--- src/rtl/uart_frame_pkg.sv ---
// Shared framing constants, framer state encoding and ASCII helpers for the
// UART frame transmitter and receive parser.
package uart_frame_pkg;

    localparam logic [7:0] STX = 8'h24;
    localparam logic [7:0] ETX = 8'h2A;
    localparam logic [7:0] SEP = 8'h2C;
    localparam logic [7:0] CR  = 8'h0D;
    localparam logic [7:0] LF  = 8'h0A;

    typedef enum logic [2:0] {
        S_IDLE,
        S_STX,
        S_DATA,
        S_ETX,
        S_CKH,
        S_CKL,
        S_CR,
        S_LF
    } framer_state_t;

    // Uppercase hex digit: 0-9 -> '0'-'9', 10-15 -> 'A'-'F'.
    function automatic logic [7:0] nib2hex(input logic [3:0] nib);
        if (nib < 4'd10) begin
            return 8'h30 + {4'h0, nib};
        end
        return 8'h37 + {4'h0, nib};
    endfunction

    function automatic logic is_reserved(input logic [7:0] b);
        return (b == STX) || (b == ETX) || (b == CR) || (b == LF);
    endfunction

endpackage

--- src/rtl/uart_tx_framer.sv ---
// Wraps a ready/valid payload stream as "$payload*HH\r\n" and writes it
// byte-by-byte into the UART TX FIFO, never writing while the FIFO is full.
module uart_tx_framer
    import uart_frame_pkg::*;
#(
    parameter bit ADD_CKSUM = 1'b1,
    parameter bit ADD_CRLF  = 1'b1
) (
    input  logic       clk,
    input  logic       rst,
    input  logic       in_valid,
    input  logic [7:0] in_data,
    input  logic       in_last,
    output logic       in_ready,
    input  logic       UART_Full,
    output logic       UART_WR_EN,
    output logic [7:0] UART_Din,
    output logic       busy,
    output logic       frame_done,
    output logic       err_drop
);

    framer_state_t r_state;
    framer_state_t w_state_next;
    logic [7:0]    r_cksum;
    logic [7:0]    w_cksum_next;
    logic          r_frame_done;
    logic          w_frame_done_next;
    logic          r_err_drop;
    logic          w_err_drop_next;
    logic          w_handshake;

    always_ff @(posedge clk) begin
        if (rst) begin
            r_state      <= S_IDLE;
            r_cksum      <= 8'h00;
            r_frame_done <= 1'b0;
            r_err_drop   <= 1'b0;
        end else begin
            r_state      <= w_state_next;
            r_cksum      <= w_cksum_next;
            r_frame_done <= w_frame_done_next;
            r_err_drop   <= w_err_drop_next;
        end
    end

    always_comb begin
        w_state_next      = r_state;
        w_cksum_next      = r_cksum;
        w_frame_done_next = 1'b0;
        w_err_drop_next   = 1'b0;
        in_ready          = 1'b0;
        UART_WR_EN        = 1'b0;
        UART_Din          = 8'h00;
        w_handshake       = 1'b0;

        case (r_state)
            S_IDLE: begin
                // The first payload byte only starts the frame; it is consumed in S_DATA.
                if (in_valid) begin
                    w_state_next = S_STX;
                    w_cksum_next = 8'h00;
                end
            end
            S_STX: begin
                UART_Din   = STX;
                UART_WR_EN = !UART_Full;
                if (!UART_Full) begin
                    w_state_next = S_DATA;
                end
            end
            S_DATA: begin
                in_ready    = !UART_Full;
                w_handshake = in_valid && !UART_Full;
                if (w_handshake) begin
                    if (is_reserved(in_data)) begin
                        w_err_drop_next = 1'b1;
                    end else begin
                        UART_WR_EN   = 1'b1;
                        UART_Din     = in_data;
                        w_cksum_next = r_cksum ^ in_data;
                    end
                    if (in_last) begin
                        w_state_next = S_ETX;
                    end
                end
            end
            S_ETX: begin
                UART_Din   = ETX;
                UART_WR_EN = !UART_Full;
                if (!UART_Full) begin
                    if (ADD_CKSUM) begin
                        w_state_next = S_CKH;
                    end else if (ADD_CRLF) begin
                        w_state_next = S_CR;
                    end else begin
                        w_state_next      = S_IDLE;
                        w_frame_done_next = 1'b1;
                    end
                end
            end
            S_CKH: begin
                UART_Din   = nib2hex(r_cksum[7:4]);
                UART_WR_EN = !UART_Full;
                if (!UART_Full) begin
                    w_state_next = S_CKL;
                end
            end
            S_CKL: begin
                UART_Din   = nib2hex(r_cksum[3:0]);
                UART_WR_EN = !UART_Full;
                if (!UART_Full) begin
                    if (ADD_CRLF) begin
                        w_state_next = S_CR;
                    end else begin
                        w_state_next      = S_IDLE;
                        w_frame_done_next = 1'b1;
                    end
                end
            end
            S_CR: begin
                UART_Din   = CR;
                UART_WR_EN = !UART_Full;
                if (!UART_Full) begin
                    w_state_next = S_LF;
                end
            end
            S_LF: begin
                UART_Din   = LF;
                UART_WR_EN = !UART_Full;
                if (!UART_Full) begin
                    w_state_next      = S_IDLE;
                    w_frame_done_next = 1'b1;
                end
            end
            default: begin
                w_state_next = S_IDLE;
            end
        endcase
    end

    assign busy       = (r_state != S_IDLE);
    assign frame_done = r_frame_done;
    assign err_drop   = r_err_drop;

endmodule

--- config.mk ---
export PLATFORM = sky130hd
export DESIGN_NAME = uart_tx_framer
export DESIGN_NICKNAME = d
export VERILOG_FILES = /design/src/rtl/uart_frame_pkg.sv /design/src/rtl/uart_tx_framer.sv
export SDC_FILE = /design/constraint.sdc
export NUM_CORES = 1
export LEC_CHECK = 0
export ABC_AREA = 1
export CORE_MARGIN = 4
export CORE_UTILIZATION = 49
export DETAILED_ROUTE_END_ITERATION = 6
export PLACE_DENSITY = 0.79
export SLEW_MARGIN = 0
export SYNTH_ARGS = -nofsm -noshare
export SYNTH_HDL_FRONTEND = slang
export SYNTH_SLANG_ARGS = --single-unit
--- constraint.sdc ---
create_clock -name clk -period 1.67 [get_ports clk]
set_input_delay 0.334 -clock clk [delete_from_list [all_inputs] [get_ports clk]]
set_output_delay 0.334 -clock clk [all_outputs]
set_load 0.02 [all_outputs]
==> run summary, run 1 <==
Avg Cell Area, Syn = 6.17 µm²
Area leader, netlist = dfxtp_1
Synth Flop Type = dfxtp_1
Hold buffers post-CTS = 0
CTS root buffer = clkbuf_4
Placed cell count = 279
FFs w/ async S/R, synth = 0%
Register area share after synthesis = 23.7%
PostCTS Resize Cnt = 126
CTS sink cnt = 13
IO Count = 26
Syn_nets = 193
Total CTS buffers = 3
Netlist Area Pre-Place = 1100 µm²
GPL Wtd Cong = 0.941
Die Span Y = 55.4 µm
Ys Warns = 0
Seq cells post-synth = 13
Status = did not finish
Worst slack at placement = -1.06 ns
Deepest clock path buffer count = 2
Stop stage = clock tree synthesis (4_1_cts)
H-Tree Depth = 1
Synth top area cells = dfxtp_1 24%, nand2_1 15%, nand3_1 8.2%, nor2_1 7.9%, inv_1 6.5%
First Err = [ERROR DPL-0033] detailed placement checks failed during check placement.
Initial Util = 53.8%
Post-CTS setup buffers = 2
Top-count cell post-synth = nand2_1
# port buffers = 25
Synth unique cells = 29
Most instantiated cells after synthesis = 44 x nand2_1, 23 x nor2_1, 19 x inv_1
Detailed Place HPWL = 3120 µm
Top cell type's share of synthesized area = 23.7%
Mapped Cells = 178
Die width = 55.4 µm
Num rows = 16
EDFF count, synth = 0
-- metrics by stage --
stage	hold WS [ns]	cell area [µm²]	util [%]
2_1_floorplan	0.412	1140	-
3_3_place_gp	0.487	1820	89.1
3_5_place_dp	0.495	1820	89.1
-- cells by family after synthesis --
kind of cell	share of synthesized area (%)
XOR/XNOR	7.18
AO/OA/AOI/OAI	15.9
buffers and inverters	9.57
adder cells (fa/ha/maj)	2.28
flip-flops	23.7
AND/OR/NAND/NOR	41.3
==> run 2: changes to the inputs <==
- CORE_AREA: default -> 4 4 65 67
- CORE_MARGIN: 4 -> default
- CORE_UTILIZATION: 49 -> default
- DIE_AREA: default -> 0 0 69 71
- PLACE_DENSITY: 0.79 -> default
- PLACE_DENSITY_LB_ADDON: default -> 0.15
==> run 2 against run 1 <==
Compared with the run above:
- the flow now finishes, with violations (negative setup slack)
- synthesized cell count is the same
- synthesized area unchanged
==> run summary, run 2 <==
Post-route DRC = 0
Finished Layout Cells = 312
Fin area = 2180 µm²
P per Cell Area = 567 nW/µm²
Vias in the first global route = 1480
Largest net degree at the start of global routing = 10
WL final = 3900 µm
Total negative slack = -0.984 ns
Avg Cell Area, Syn = 6.17 µm² (unchanged)
Num rows = 22 (was 16)
Hold Fails Final Rpt = 0
Simple-gate share of the synthesized area = 41.3% (unchanged)
Vias/cell = 4.67
Crit start category = flip-flop
Post-synthesis mux area share = 0% (unchanged)
Tot GR Track Use = 15.9%
WS Path Type = flip-flop to output port
Reg2Reg Depth = 11
Worst path slowest cell = dfxtp_2
Register area share after synthesis = 23.7% (unchanged)
RSZ-0062 raised after global routing = true
Clock share of power = 24.0%
Setup-failing EPs final = 9
Hold depth = 3
FILL cells = 351
Hold slack = 0.416 ns
Synth top area cells = dfxtp_1 24%, nand2_1 15%, nand3_1 8.2%, nor2_1 7.9%, inv_1 6.5% (unchanged)
Clock transition at path regs = 0.07 ns
Leakage = 1.01 nW
Layout cells sized above 1 = 54.5%
Core Area = 3630 µm²
Die ar. = 4900 µm²
Die width = 69 µm (was 55.4 µm)
Logic pwr share = 48.8%
Psw = 440 µW
Slew margin rel. = 84.6%
Initial Util = 30.2% (was 53.8%)
CTS root buffer = clkbuf_8 (was clkbuf_4)
Worst path required time = 1.34 ns
CTS sink cnt = 13 (unchanged)
Final period utilization = 109%
Multi-input logic area = 962 µm²
Top cell type's share of synthesized area = 23.7% (unchanged)
Post-Synth Adder-Cell Area = 2.28% (unchanged)
DRT antenna net count = 0
Synth Flop Type = dfxtp_1 (unchanged)
Largest Register = r_cksum
Layout Nets = 280
Final Slew Violations = 0
Total power = 1.24 mW
Kind of end point of the critical path = output port
Ys Warns = 0 (unchanged)
Most instantiated cells after synthesis = 44 x nand2_1, 23 x nor2_1, 19 x inv_1 (unchanged)
Total grt overflow = 0
FFs w/ async S/R, synth = 0% (unchanged)
Worst Path Arrival = 1.49 ns
EDFF count, synth = 0 (unchanged)
Pre-Repair DR Iteration Count = 4
Netlist Area Pre-Place = 1100 µm² (unchanged)
Deepest clock path buffer count = 2 (unchanged)
Finished Core Util = 60.1%
Total number of vias = 1457
Placed cell count = 299 (was 279)
Worst-Margin Slew = 0.228 ns
CTS tree = done
WL per Instance = 12.5 µm
Area leader, netlist = dfxtp_1 (unchanged)
Leading cell type in the layout, fill and taps excluded = buf_4
Commonest non-fill, non-tap cells in the layout = 55 x buf_4, 35 x nand2_1, 17 x nor2_1
Max incr delay on CP = 0.32 ns
GPL Wtd Cong = 0.845 (was 0.941)
Biggest regs = r_cksum (8), r_state (3)
Hold Path Class = primary input to flip-flop
Status = finished with violations (was did not finish)
Area of placed instances = 1850 µm² (was 1820 µm²)
Max FFs per register = 8
Detailed Place HPWL = 2850 µm (was 3120 µm)
Internal power = 798 µW
Synth unique cells = 29 (unchanged)
Initial antenna violation count = 0
Total CTS buffers = 3 (unchanged)
Failing checks = negative setup slack
Max cap viols = 0
Worst skew pair latency = 0.25 ns
Mapped Cells = 178 (unchanged)
FMAX = 547 MHz
Sequential power share = 27.2%
Sequential cell area = 275 µm²
Largest family of logic cells by synthesized area = simple AND/OR/NAND/NOR gates (unchanged)
Post-Synth XOR/XNOR Area = 7.18% (unchanged)
Max FO, Critical Path = 2
Worst slack at placement = -1.02 ns (was -1.06 ns)
Synth Area in Compound Gates = 15.9% (unchanged)
Area Growth Syn to Fin = 98.9%
DRT iter0 DRCs = 53
Top-count cell post-synth = nand2_1 (unchanged)
Seq cells post-synth = 13 (unchanged)
Worst-path cell chain = inv_2, ha_4, nand2_4, xor2_2, nand3_1, o211ai_1, nand3b_1, buf_6
Antenna diodes = 0
Post-layout minimum cycle time = 1.83 ns
Net Sw Frac = 35.5%
Max VDD drop = 0.392 mV
Die Span Y = 71 µm (was 55.4 µm)
Syn_nets = 193 (unchanged)
H-Tree Depth = 1 (unchanged)
Final WS setup = -0.158 ns
# port buffers = 25 (unchanged)
First-pass GRT wire length = 6470 µm
Clock Skew = 0.00783 ns
IO Count = 26 (unchanged)
-- run 2: cell counts after synthesis --
Identical to the previous run, type by type.
-- run 2: cell type report --
class                   instances  area share, %
multi-input cells             139           44.0
repair buffers                 84           34.0
flip-flops and latches         13           12.6
inverters                      24           4.58
well taps                      48           2.75
clock buffers                   4           2.06
-- run 2: timing repair --
item / in CTS / in global routing
pin swaps: 18 / 19
setup buffers: 3 / 6
gates resized for setup: 132 / 38
hold endpoints to repair: 0 / 0
hold buffers: 0 / 0
setup endpoints to repair: 11 / 11
-- run 2: logic make-up after synthesis --
| group | after synthesis |
|---|---|
| adders and majority gates | 2 |
| xor gates and xnor gates | 9 |
| DFF | 13 |
| AOI/OAI and AO/OA | 30 |
| and+or+nand+nor | 98 |
| buffers and inverters | 26 |
-- run 2: metal layers --
| layer | wire (µm) | part of all wire, % | global-route usage (%) | up-vias |
|---|---|---|---|---|
| met4 | 57 | 1.5 | 5.21 | 0 |
| li1 | - | - | - | 750 |
| met2 | 1940 | 50 | 26.2 | 40 |
| met1 | 1730 | 44 | 21.0 | 659 |
| met5 | 0 | 0 | 0 | - |
| met3 | 172 | 4.4 | 2.56 | 8 |
-- run 2: power by group through the flow --
stage	combinational (mW)	sequential [mW]	clock, mW
2_1_floorplan	0.232	0.348	0
3_3_place_gp	0.518	0.340	0
3_5_place_dp	0.521	0.341	0
4_1_cts	0.552	0.337	0.301
5_1_grt	0.647	0.339	0.324
6_report	0.604	0.337	0.297
-- run 2: worst paths after layout --
kind,slack [ns],endpoint,start
setup / recovery,-0.16,UART_Din[2],r_cksum[4]$_SDFFE_PP0P_
hold / removal,0.42,err_drop$_SDFF_PP0_,in_valid
setup reg to reg,0.18,r_state[2]$_SDFFE_PP0P_,r_state[0]$_SDFFE_PP0P_
hold reg to reg,0.52,r_cksum[1]$_SDFFE_PP0P_,r_cksum[1]$_SDFFE_PP0P_
-- run 2: critical path, delay by kind of cell, from the launching register on --
| family | cells | cell delay (ns) |
|---|---|---|
| XOR/XNOR | 1 | 0.14 |
| flip-flops | 1 | 0.32 |
| buffers and inverters | 2 | 0.24 |
| AO/OA/AOI/OAI | 1 | 0.10 |
| AND/OR/NAND/NOR | 3 | 0.31 |
| adder cells (fa/ha/maj) | 1 | 0.15 |
Note: power is estimated with default switching activity, not from simulation.
==> run 3: changes to the inputs <==
- CORE_AREA: 4 4 65 67 -> 2 2 63 65
- CTS_CLUSTER_DIAMETER: default -> 50
- DIE_AREA: 0 0 69 71 -> 0 0 65 67
==> run 3 against run 2 <==
Compared with the run above:
- the run still ends with negative setup slack left
- non-clock buffer count fell by 3
- sequential power barely moved
- combinational power fell by 5.6%
- fmax fell by 2.1%
- critical path type unchanged
- setup slack got worse by 0.039 ns
- global-route usage rose by 4.1 points
==> run summary, run 3 (synthesized netlist as in run 2, its figures left out) <==
Status = finished with violations (unchanged)
Failing checks = negative setup slack (unchanged)
IO Count = 26 (unchanged)
Sequential power share = 27.9% (was 27.2%)
FILL cells = 363 (was 351)
Core Area = 3610 µm² (was 3630 µm²)
Hold Path Class = flip-flop to flip-flop (was primary input to flip-flop)
GPL Wtd Cong = 0.822 (was 0.845)
RSZ-0062 raised after global routing = true (unchanged)
Leading cell type in the layout, fill and taps excluded = buf_4 (unchanged)
Detailed Place HPWL = 2950 µm (was 2850 µm)
DRT antenna net count = 0 (unchanged)
Worst Path Arrival = 1.53 ns (was 1.49 ns)
Finished Core Util = 57.4% (was 60.1%)
Largest net degree at the start of global routing = 10 (unchanged)
P per Cell Area = 588 nW/µm² (was 567 nW/µm²)
Multi-input logic area = 933 µm² (was 962 µm²)
# port buffers = 25 (unchanged)
Antenna diodes = 0 (unchanged)
Max FFs per register = 8 (unchanged)
WL final = 3850 µm (was 3900 µm)
Layout Nets = 277 (was 280)
Clock Skew = 0.0131 ns (was 0.00783 ns)
Final period utilization = 112% (was 109%)
Post-route DRC = 0 (unchanged)
Tot GR Track Use = 19.9% (was 15.9%)
Worst-Margin Slew = 0.272 ns (was 0.228 ns)
Pre-Repair DR Iteration Count = 7 (was 4)
Total negative slack = -1.23 ns (was -0.984 ns)
Clock share of power = 25.2% (was 24.0%)
Post-layout minimum cycle time = 1.87 ns (was 1.83 ns)
Net Sw Frac = 36.3% (was 35.5%)
Vias/cell = 4.67 (about the same)
Final Slew Violations = 0 (unchanged)
Hold Fails Final Rpt = 0 (unchanged)
Total number of vias = 1443 (was 1457)
Max FO, Critical Path = 4 (was 2)
Leakage = 0.962 nW (was 1.01 nW)
Die ar. = 4360 µm² (was 4900 µm²)
Die width = 65 µm (was 69 µm)
Total grt overflow = 0 (unchanged)
Biggest regs = r_cksum (8), r_state (3) (unchanged)
Placed cell count = 300 (was 299)
Kind of end point of the critical path = output port (unchanged)
Crit start category = flip-flop (unchanged)
First-pass GRT wire length = 6630 µm (was 6470 µm)
Area Growth Syn to Fin = 88.3% (was 98.9%)
CTS tree = done (unchanged)
Psw = 441 µW (was 440 µW)
Clock transition at path regs = 0.07 ns (about the same)
Internal power = 775 µW (was 798 µW)
Max VDD drop = 0.391 mV (was 0.392 mV)
Max cap viols = 0 (unchanged)
Deepest clock path buffer count = 2 (unchanged)
Logic pwr share = 46.9% (was 48.8%)
WS Path Type = flip-flop to output port (unchanged)
CTS sink cnt = 13 (unchanged)
Sequential cell area = 270 µm² (was 275 µm²)
Worst skew pair latency = 0.25 ns (about the same)
Die Span Y = 67 µm (was 71 µm)
DRT iter0 DRCs = 57 (was 53)
Finished Layout Cells = 309 (was 312)
Commonest non-fill, non-tap cells in the layout = 53 x buf_4, 35 x nand2_1, 18 x nor2_1 (was 55 x buf_4, 35 x nand2_1, 17 x nor2_1)
FMAX = 536 MHz (was 547 MHz)
Initial Util = 30.5% (was 30.2%)
H-Tree Depth = 1 (unchanged)
CTS root buffer = clkbuf_8 (unchanged)
Num rows = 22 (unchanged)
Vias in the first global route = 1470 (was 1480)
Setup-failing EPs final = 9 (unchanged)
WL per Instance = 12.5 µm (about the same)
Layout cells sized above 1 = 52.5% (was 54.5%)
Initial antenna violation count = 0 (unchanged)
Total CTS buffers = 3 (unchanged)
Final WS setup = -0.197 ns (was -0.158 ns)
Largest Register = r_cksum (unchanged)
Slew margin rel. = 81.9% (was 84.6%)
Worst path required time = 1.34 ns (about the same)
## run 3: changes by cell type in the layout (fill, tap and decap cells not counted), moves of 2 or more
| cell | change |
|---|---|
| inv_2 | +2 |
| inv_4 | -3 |
| buf_6 | -4 |
| clkdlybuf4s15_1 | +2 |
| nand3_2 | +2 |
| buf_12 | -2 |
| buf_2 | +4 |
| dfxtp_1 | +2 |
| buf_4 | -2 |
## run 3: per-stage QoR
stage          instance area [µm²]  setup WS [ns]  hold WS, ns  total power, mW
3_3_place_gp                  1830         -0.984        0.488            0.842
5_1_grt                       2070         -0.292        0.550             1.29
3_5_place_dp                  1830          -1.08        0.503            0.848
4_1_cts                       2050         -0.176        0.522             1.21
2_1_floorplan                 1140        -0.0128        0.412            0.581
6_report                      2070         -0.197        0.519             1.22
## run 3: area by class of cell
class	count	share of cell area (%)
inverters	24	4.48
multi-input cells	139	45.1
clock buffers	4	2.18
repair buffers	81	32.2
flip-flops and latches	13	13.1
well taps	48	2.90
## run 3: what timing repair did
item | CTS | global route
hold endpoints to repair | 0 | 0
gates cloned | 0 | 0
setup endpoints to repair | 12 | 11
resized for setup | 136 | 11
setup buffers | 5 | 1
hold buffers | 0 | 0
pin swaps | 16 | 5
## run 3: routing by layer
metal  vias up  global-route usage [%]  routed length (µm)
met3         4                    3.72                 193
met2        34                    36.7                1950
met1       667                    24.1                1680
li1        738                       -                   -
met4         0                    3.72                  21
met5         -                       0                   0
## run 3: worst max-delay path, cell delays in order, from the launching register on
cell	delay, ns
dfxtp_2	0.33
inv_2	0.08
nand2_2	0.07
inv_2	0.08
nand2_4	0.06
buf_6	0.12
nor3_4	0.13
buf_6	0.14
nand2_2	0.04
nand3b_1	0.10
buf_6	0.13
## run 3: power by group through the flow
stage	Sequential [mW]	Clock [mW]	Combinational, mW
after global placement	0.340	0	0.502
after floorplan	0.348	0	0.232
final	0.339	0.307	0.570
after detailed placement	0.342	0	0.506
after global routing	0.340	0.329	0.616
after CTS	0.338	0.309	0.567
## run 3: path summary, 6_finish.rpt
check / startpoint / end / slack [ns] / cells past startpoint
min: r_state[0]$_SDFFE_PP0P_ / r_state[0]$_SDFFE_PP0P_ / 0.52 / 2
max: r_state[0]$_SDFFE_PP0P_ / UART_Din[2] / -0.20 / 10
max reg2reg: r_state[0]$_SDFFE_PP0P_ / r_state[2]$_SDFFE_PP0P_ / 0.15 / 11
min reg2reg: r_state[0]$_SDFFE_PP0P_ / r_state[0]$_SDFFE_PP0P_ / 0.52 / 2
==> run 4: changes to the inputs <==
--- a/constraint.sdc
+++ b/constraint.sdc
@@ -3,2 +3,2 @@
 set_output_delay 0.334 -clock clk [all_outputs]
-set_load 0.02 [all_outputs]
+set_load 0.05 [all_outputs]
==> run 4 against run 3 <==
Compared with the run above:
- the flow still finishes with violations (negative setup slack)
- count of clock-buffer cells in the layout unchanged
- worst hold slack got worse by 0.0052 ns
- via count decreased by 0.49%
- sequential cell count unchanged
- largest power group unchanged
- combinational power increased by 28%
- critical endpoint unchanged
- die area unchanged
- wire length decreased by 1.3%
- sequential power about the same
- critical path type unchanged
==> run summary, run 4 (synthesized netlist as in run 2, its figures left out) <==
GPL Wtd Cong = 0.850 (was 0.822)
Tot GR Track Use = 18.8% (was 19.9%)
Antenna diodes = 0 (unchanged)
Core Area = 3610 µm² (unchanged)
Final Slew Violations = 0 (unchanged)
WS Path Type = flip-flop to output port (unchanged)
Slew margin rel. = 81.1% (was 81.9%)
Status = finished with violations (unchanged)
Max VDD drop = 0.413 mV (was 0.391 mV)
DRT iter0 DRCs = 48 (was 57)
Largest net degree at the start of global routing = 10 (unchanged)
CTS sink cnt = 13 (unchanged)
Hold slack = 0.514 ns (was 0.519 ns)
Die Span Y = 67 µm (unchanged)
Total grt overflow = 0 (unchanged)
# port buffers = 25 (unchanged)
Final WS setup = -0.211 ns (was -0.197 ns)
Worst path required time = 1.34 ns (about the same)
DRT antenna net count = 0 (unchanged)
Leakage = 0.989 nW (was 0.962 nW)
First-pass GRT wire length = 6270 µm (was 6630 µm)
Crit start category = flip-flop (unchanged)
Hold Path Class = flip-flop to flip-flop (unchanged)
Hold buffers post-CTS = 0 (unchanged)
Layout Nets = 275 (was 277)
Kind of end point of the critical path = output port (unchanged)
Initial antenna violation count = 0 (unchanged)
Hold Fails Final Rpt = 0 (unchanged)
Deepest clock path buffer count = 2 (unchanged)
WL per Instance = 12.4 µm (was 12.5 µm)
Max FFs per register = 8 (unchanged)
Failing checks = negative setup slack (unchanged)
Fin area = 2190 µm² (was 2070 µm²)
CTS tree = done (unchanged)
Worst Path Arrival = 1.55 ns (was 1.53 ns)
FILL cells = 325 (was 363)
Setup-failing EPs final = 10 (was 9)
FMAX = 532 MHz (was 536 MHz)
Die ar. = 4360 µm² (unchanged)
Biggest regs = r_cksum (8), r_state (3) (unchanged)
Initial Util = 30.5% (unchanged)
Area of placed instances = 1880 µm² (was 1830 µm²)
Leading cell type in the layout, fill and taps excluded = buf_4 (unchanged)
IO Count = 26 (unchanged)
Worst skew pair latency = 0.25 ns (about the same)
Sequential cell area = 279 µm² (was 270 µm²)
WL final = 3800 µm (was 3850 µm)
Detailed Place HPWL = 2820 µm (was 2950 µm)
Largest Register = r_cksum (unchanged)
Die width = 65 µm (unchanged)
Post-layout minimum cycle time = 1.88 ns (was 1.87 ns)
Commonest non-fill, non-tap cells in the layout = 53 x buf_4, 36 x nand2_1, 16 x nor2_1 (was 53 x buf_4, 35 x nand2_1, 18 x nor2_1)
Clock transition at path regs = 0.07 ns (about the same)
Multi-input logic area = 940 µm² (was 933 µm²)
Area Growth Syn to Fin = 99.5% (was 88.3%)
Num rows = 22 (unchanged)
Vias in the first global route = 1447 (was 1470)
Max FO, Critical Path = 3 (was 4)
Clock Skew = 0.00602 ns (was 0.0131 ns)
Final period utilization = 113% (was 112%)
Vias/cell = 4.68 (was 4.67)
Post-route DRC = 0 (unchanged)
Max cap viols = 0 (unchanged)
P per Cell Area = 626 nW/µm² (was 588 nW/µm²)
CTS root buffer = clkbuf_8 (unchanged)
RSZ-0062 raised after global routing = true (unchanged)
Finished Core Util = 60.8% (was 57.4%)
Total CTS buffers = 3 (unchanged)
Layout cells sized above 1 = 55.2% (was 52.5%)
Worst slack at placement = -0.544 ns (was -1.08 ns)
Pre-Repair DR Iteration Count = 4 (was 7)
Worst-Margin Slew = 0.283 ns (was 0.272 ns)
H-Tree Depth = 1 (unchanged)
Total number of vias = 1436 (was 1443)
[run 4: cell types whose count changed in the layout (fill, tap and decap cells not counted), sizes merged]
| cell | change |
|---|---|
| clkbuf | +1 |
| clkdlybuf4s50 | -3 |
| dlygate4sd2 | +1 |
| buf | +2 |
| clkdlybuf4s15 | -3 |
[run 4: critical path, stage by stage, from the launching register on]
cell and delay [ns]:
dfxtp_1 0.39, buf_4 0.15, inv_1 0.05, xor2_1 0.14, nand3_1 0.07, o211ai_1 0.08, nand3b_1 0.23, buf_12 0.19
[run 4: path summary, 6_finish.rpt]
path	startpoint	end	slack, ns	cells after the start
max	r_cksum[6]$_SDFFE_PP0P_	UART_Din[2]	-0.21	7
min	r_state[0]$_SDFFE_PP0P_	r_state[0]$_SDFFE_PP0P_	0.51	2
max reg2reg	r_state[2]$_SDFFE_PP0P_	r_state[2]$_SDFFE_PP0P_	0.17	11
min reg2reg	r_state[0]$_SDFFE_PP0P_	r_state[0]$_SDFFE_PP0P_	0.51	2
[run 4: layout make-up]
type / count / area share [%]
multi-input cells: 139 / 42.9
flip-flops and latches: 13 / 12.7
clock buffers: 4 / 2.05
well taps: 48 / 2.74
repair buffers: 79 / 34.8
inverters: 24 / 4.79
[run 4: per-layer routing]
metal	global-route usage (%)	part of all wire, %	routed length [µm]
met1	22.4	43	1640
met2	33.9	51	1920
met3	3.38	4.9	186
met4	6.12	1.4	55
met5	0	0	0
[run 4: repair_timing]
item                                    in CTS  in global routing
resized for setup                           77                 22
gates cloned                                 0                  0
pin swaps                                   23                 17
endpoints found under the setup margin      17                  9
endpoints found under the hold margin        0                  0
setup buffers                               10                  6
[run 4: where the power goes]
group | internal [mW] | switching (mW) | leakage, nW
combinational | 0.353 | 0.375 | 0.856
clock | 0.169 | 0.133 | 0.0228
sequential | 0.324 | 0.0169 | 0.110
[run 4: through the flow]
stage | total power [mW] | setup TNS (ns) | instances
final | 1.37 | -1.28 | 307
after global routing | 1.44 | -1.90 | 307
after CTS | 1.34 | -1.31 | 301
after detailed placement | 0.983 | -6.70 | 287
after global placement | 0.976 | -5.81 | 287
after floorplan | 0.665 | -0.734 | 178
